[config.mk]
export PLATFORM = sky130hd
export DESIGN_NAME = mem_port_arbiter
export DESIGN_NICKNAME = d
export VERILOG_FILES = /design/src/rtl/mem_port_arbiter.sv
export SDC_FILE = /design/constraint.sdc
export NUM_CORES = 1
export LEC_CHECK = 0
export CAP_MARGIN = 0
export CORE_UTILIZATION = 43
export DETAILED_ROUTE_END_ITERATION = 6
export HOLD_SLACK_MARGIN = 0.12
export PLACE_DENSITY = 0.86
export SYNTH_ARGS = -nofsm -noshare
export SYNTH_HDL_FRONTEND = slang
export SYNTH_SLANG_ARGS = --single-unit
[constraint.sdc]
create_clock -name Clk -period 3.8 [get_ports Clk]
set_input_delay 1.14 -clock Clk [delete_from_list [all_inputs] [get_ports Clk]]
set_output_delay 1.14 -clock Clk [all_outputs]
set_load 0.005 [all_outputs]
[src/rtl/mem_port_arbiter.sv]
// ---------------------------------------------------------------------------
// mem_port_arbiter
//
// Shares one single-port memory between the instruction-fetch requester and
// the MEM-stage data requester. Data wins when both want the memory. The
// optional fairness rule lets a waiting fetch through after STARVE_LIMIT
// consecutive data grants.
//
// Configuration macro:
//   ARB_FAIR_EN  defined   -> StarveCnt fairness rule is active
//                undefined -> strict data priority; STARVE_LIMIT has no effect
//
// Ports:
//   Clk, Rst          clock (rising edge) and async active-low reset
//   IFReq/IFAddr      fetch request (read-only) and its address
//   IFRData/IFReady   fetch read data and one-cycle completion pulse
//   DReq/DWrite/DAddr/DWData  data request, write flag, address, write data
//   DRData/DReady     data read data and one-cycle completion pulse
//   MemReq/MemWrite/MemAddr/MemWData  registered request to the memory
//   MemRData/MemAck   memory read data and completion handshake
//   StallIF/StallMEM  combinational pipeline stall requests
// ---------------------------------------------------------------------------
module mem_port_arbiter #(
  parameter int STARVE_LIMIT = 4
) (
  input  logic        Clk,
  input  logic        Rst,
  input  logic        IFReq,
  input  logic [31:0] IFAddr,
  output logic [31:0] IFRData,
  output logic        IFReady,
  input  logic        DReq,
  input  logic        DWrite,
  input  logic [31:0] DAddr,
  input  logic [31:0] DWData,
  output logic [31:0] DRData,
  output logic        DReady,
  output logic        MemReq,
  output logic        MemWrite,
  output logic [31:0] MemAddr,
  output logic [31:0] MemWData,
  input  logic [31:0] MemRData,
  input  logic        MemAck,
  output logic        StallIF,
  output logic        StallMEM
);

  typedef enum logic [1:0] {
    IDLE   = 2'd0,
    BUSY_I = 2'd1,
    BUSY_D = 2'd2
  } state_t;

  state_t state;
  state_t next_state;

  logic if_elig;
  logic d_elig;
  logic turnaround;
  logic grant_i;
  logic grant_d;
  logic ack_i;
  logic ack_d;
  logic starve_hit;

`ifdef ARB_FAIR_EN
  localparam int CW = (STARVE_LIMIT < 1) ? 1 : $clog2(STARVE_LIMIT + 1);

  logic [CW-1:0] starve_cnt;

  assign starve_hit = (starve_cnt == CW'(STARVE_LIMIT));

  // Counts data grants that overtook a waiting fetch; saturates at the
  // limit and is cleared whenever the fetch finally gets the memory.
  always_ff @(posedge Clk or negedge Rst) begin
    if (!Rst) begin
      starve_cnt <= '0;
    end else if (grant_i) begin
      starve_cnt <= '0;
    end else if (grant_d && IFReq && !starve_hit) begin
      starve_cnt <= starve_cnt + CW'(1);
    end
  end
`else
  // Strict data priority: the fetch never forces its way in. The
  // comparison folds to 0 for any legal limit.
  assign starve_hit = (STARVE_LIMIT < 0);
`endif

  // State register.
  always_ff @(posedge Clk or negedge Rst) begin
    if (!Rst) begin
      state <= IDLE;
    end else begin
      state <= next_state;
    end
  end

  // Next-state and grant decode. The cycle in which a Ready pulses is a
  // turnaround cycle with no new grant; it keeps grants at least three
  // cycles apart and lets a requester that still holds Req high compete
  // again only once its Ready has dropped.
  always_comb begin
    next_state = state;
    if_elig    = IFReq & ~IFReady;
    d_elig     = DReq & ~DReady;
    turnaround = IFReady | DReady;
    grant_d    = 1'b0;
    grant_i    = 1'b0;
    unique case (state)
      IDLE: begin
        if (!turnaround) begin
          grant_d = d_elig & ~(if_elig & starve_hit);
          grant_i = if_elig & ~grant_d;
        end
        if (grant_d) begin
          next_state = BUSY_D;
        end else if (grant_i) begin
          next_state = BUSY_I;
        end
      end
      BUSY_I: begin
        if (MemAck) begin
          next_state = IDLE;
        end
      end
      BUSY_D: begin
        if (MemAck) begin
          next_state = IDLE;
        end
      end
      default: next_state = IDLE;
    endcase
  end

  // Output decode: stall requests and memory-completion strobes.
  always_comb begin
    StallIF  = IFReq & ~IFReady;
    StallMEM = DReq & ~DReady;
    ack_i    = (state == BUSY_I) & MemAck;
    ack_d    = (state == BUSY_D) & MemAck;
  end

  // Registered memory port and requester return path. The memory request
  // fields are loaded only on a grant so they stay frozen until MemAck.
  always_ff @(posedge Clk or negedge Rst) begin
    if (!Rst) begin
      MemReq   <= 1'b0;
      MemWrite <= 1'b0;
      MemAddr  <= '0;
      MemWData <= '0;
      IFReady  <= 1'b0;
      DReady   <= 1'b0;
      IFRData  <= '0;
      DRData   <= '0;
    end else begin
      IFReady <= ack_i;
      DReady  <= ack_d;
      if (grant_d) begin
        MemReq   <= 1'b1;
        MemWrite <= DWrite;
        MemAddr  <= DAddr;
        MemWData <= DWData;
      end else if (grant_i) begin
        MemReq   <= 1'b1;
        MemWrite <= 1'b0;
        MemAddr  <= IFAddr;
        MemWData <= '0;
      end else if (ack_i || ack_d) begin
        MemReq <= 1'b0;
      end
      if (ack_i) begin
        IFRData <= MemRData;
      end
      if (ack_d && !MemWrite) begin
        DRData <= MemRData;
      end
    end
  end

endmodule

# ---- Word-level counts from Yosys, hierarchy flattened
# Index checks and enable logic that the tools add are counted.
# W data, S select, Z words.
dict set report classes {
  n_bitwise 9
  muxes 19
  eq_ne 4
  reduce_logical 8
}
# cell count
set ops {}
lappend ops {{$mux W32} 4}
lappend ops {{$mux W1} 11}
lappend ops {{$mux W2} 3}
lappend ops {{$and A1 B1 Y1} 5}
lappend ops {{$pmux W2 S2} 1}
lappend ops {{$ne A3 B3 Y1 const B} 1}
lappend ops {{$not A1 Y1} 3}
lappend ops {{$reduce_bool A3 Y1} 1}
lappend ops {{$eq A2 B1 Y1 const B} 1}
lappend ops {{$eq A2 B2 Y1 const B} 1}
lappend ops {{$logic_not A2 Y1} 1}
lappend ops {{$ne A2 B1 Y1 const B} 1}
lappend ops {{$reduce_and A2 Y1} 1}
lappend ops {{$reduce_bool A2 Y1} 1}
lappend ops {{$reduce_or A2 Y1} 1}
lappend ops {{$logic_and A1 B1 Y1} 1}
lappend ops {{$logic_not A1 Y1} 1}
lappend ops {{$logic_or A1 B1 Y1} 1}
lappend ops {{$or A1 B1 Y1} 1}
dict set report word_totals {
  elab_cells 49
  out_inout_bits 134
  input_bits 134
  regBits 134
}

# ---- Logic depth before layout (Yosys ltp)
dict set report depth {
  depth_word 9
  mapped_depth 7
  depth_no_buf 5
}

# ---- Worst setup path before layout
# No wires, ideal clock.
dict set report synth_path {
  path_type {input to output}
  start {input DReq}
  end {output StallMEM}
  arrival_time_ns 1.526
  n_path_buf 1
  path_slack_ns 1.134
  t_required_ns 2.660
  cell_stages 3
  cell_sequence {buf_2 > inv_1 > nor2_1}
}
dict set report synth_between {
  elab_chain_cells 1
}
# item line_no
set synth_lines {}
lappend synth_lines {{start, declared} 32} ;# input logic DReq,
lappend synth_lines {{$and A1 B1 Y1} 139} ;# StallMEM = DReq & ~DReady;
lappend synth_lines {{end, declared} 45} ;# output logic StallMEM
# No other way between the ends.

# ---- Final worst setup path
# Ends and elaborated chain as after synthesis.

==> flow_summary.yaml <==
outcome:
  run_status: "complete, no violations"
sta:
  fin_skew_ps: 18.8
  rsz0062_at_grt: "false"
  final_hold_viol_count: 0
  slew_viol_final: 0
  fmax_mhz: 284
  tightestPinTransition_ps: 585
  finalSetupViolCount: 0
  tns_ps: 0
  fin_crit_sh: 0.928
  period_needed_ps: 3530
  slew_headroom: 0.610
  layout_setup_ws_ps: 274
place:
  dpl.cell_count: 741
  dpl.hpwl_mm: 10.6
  port_buffers: 267
  place_ws_ps: 277
  place.gp.congestion: 0.710
  dpl_cell_area_sq_mm: 0.00802
yosys:
  synth_seq_cells: 134
  synth_area_sq_mm: 0.00525
  synth_cells: 351
  synth_edf_count: 0
  avgSynthCellArea_sq_um: 15.0
  yosysTopAreaCellShare: 0.639
  synth_top_flop_cell: "dfrtp_1"
  yosysSeqAreaShare: 0.639
  async_reset_ff_frac: 1.00
  syn_nets: 488
  yosysTopAreaCell: "dfrtp_1"
  synth_area_leaders: "dfrtp_1, mux2_2, a22o_1"
  yosysUniqueCellTypes: 29
  ys.warnings.count: 0
global_routing:
  grt_max_degree: 60
  grt_first_pass_wirelength_mm: 22.9
  antenna_found_initial: 0
  grt_pass1_vias: 4393
  grt_overflow: 0
  grt_usage: 0.237
clocking:
  clkTransAtPathRegs_ps: 50
  cts_resized: 0
  cts_tree: "done"
  post_cts_buffers: 0
  cts_made_buffers: 17
  clk_path_buf_depth: 2
  cts_max_level: 4
  cts_hold_buf: 0
  clk_latency_ps: 410
  root_buffer: "clkbuf_16"
  cts_num_sinks: 134
worst_setup_path:
  r2r_setup_slack_ps: 1960
  cp-start-kind: "input pin"
  critPathArrivalTime_ps: 2390
  required_ps: 2660
  endpoint_kind: "output pin"
  critPathKind: "in -> out"
  cp_max_fo: 4
final_layout:
  n_fill_cell: 779
  stdcell_count: 773
  nets: 754
  utilization: 0.738
  final_layout_size_suffix_gt1_frac: 0.173
  diodes: 0
  areaGrowthSynthToFinish_pct: 64.0
  stdcell_area_sq_mm: 0.00861
die:
  placement_rows: 39
  dieWidth_um: 113
  initial_utilization: 0.450
  core_sq_mm: 0.0117
  dieArea_sq_mm: 0.0127
  num_io_pins: 268
  fp.dieH_um: 113
routing:
  first_pass_iters: 5
  wire_per_inst_um: 19.0
  vias_per_cell: 5.30
  drtIter0Drc: 173
  dr_total_vias: 4097
  wirelength_mm: 14.7
  drc: 0
  antenna_left: 0
power_and_ir_drop:
  leakage_nw: 3.63
  pwr_density_cell_mw_per_mm2: 810
  vdd_drop_max_mv: 0.499
min_path:
  hold_class: "reg -> reg"
flow_run:
  cap_violations: 0
-- cells in the mapped netlist, types with 3 or more instances --
library cell and instances:
a22oi_1 32, buf_2 18, nand2_1 3, ha_1 3
nor2b_1 3, buf_8 3, inv_1 4, clkbuf_1 6
mux2_2 63, dfrtp_1 134, o2bb2ai_1 32, a22o_1 33
-- power by group --
group          switching [mW]  leakage (nW)  total (mW)  internal [mW]
Clock                   0.625         0.273        1.62          0.992
Combinational            1.03          1.71        2.88           1.85
Sequential              0.371          1.65        2.48           2.11
Total                    2.02          3.63        6.97           4.95
-- final timing paths --
kind	depth (start not counted)	to	startpoint
max	4	StallMEM	DReq
min	1	MemAddr[30]	MemAddr[30]
max reg2reg	6	DRData[20]	state[0]
min reg2reg	1	MemAddr[30]	MemAddr[30]
max in group asynchronous	2	DRData[5]	Rst
min in group asynchronous	1	MemWData[9]	Rst
-- flip-flops by register name, summed over array words and instances, names as in the netlist --
| register | cells |
|---|---|
| MemAddr | 32 |
| state | 2 |
| MemWData | 32 |
| MemReq | 1 |
| DRData | 32 |
| IFRData | 32 |
| IFReady | 1 |
| DReady | 1 |
| MemWrite | 1 |
-- per-stage QoR --
| step | power, mW | hold slack (ps) |
|---|---|---|
| after floorplan | 3.60 | 479 |
| after global placement | 5.27 | 472 |
| after detailed placement | 5.39 | 473 |
| after CTS | 7.05 | 488 |
| after global routing | 7.33 | 503 |
| final | 6.97 | 486 |
-- cells in the final DEF (no fill, tap or decap), types with 2 or more instances in the layout --
cell / n
clkinvlp_4: 5
clkbuf_16: 17
o2bb2ai_1: 32
nor2b_1: 2
a22oi_1: 32
buf_4: 9
dfrtp_1: 134
nand2_1: 3
inv_6: 5
bufinv_16: 2
clkdlybuf4s50_1: 266
a22o_1: 33
mux2_2: 63
ha_1: 3
inv_1: 4
-- worst max-delay path, cell delays in order --
cell and delay (ps):
clkdlybuf4s50_1 480, inv_1 120, nor2_1 120, clkdlybuf4s50_1 530
-- final cells by class --
class / count / area, sq um / area share
timing repair buffer: 276 / 2750 / 0.319
tap: 143 / 179 / 0.0208
sequential: 134 / 3350 / 0.389
multi-input combinational: 184 / 1720 / 0.200
clock buffer: 19 / 443 / 0.0514
clock inverter: 13 / 146 / 0.0170
inverter: 4 / 15.0 / 0.00174
-- layer usage --
layer,vias to the layer above,track usage,part of all wire,wire length [um]
met5,-,0,0,0
met4,0,0.0836,0.016,235
met3,18,0.0945,0.093,1360
met2,191,0.419,0.51,7550
met1,2023,0.256,0.38,5520
li1,1865,-,-,-
-- cell families (layout without fill, tap and decap cells) --
family,Yosys count,in the layout,synth area share
buf+inv,33,312,0.0360
flops,134,134,0.639
compound gates,102,102,0.160
mux,64,64,0.137
fa+ha+maj,3,3,0.00715
simple gates,15,15,0.0207
No activity file was read; power rests on OpenSTA's default activity.
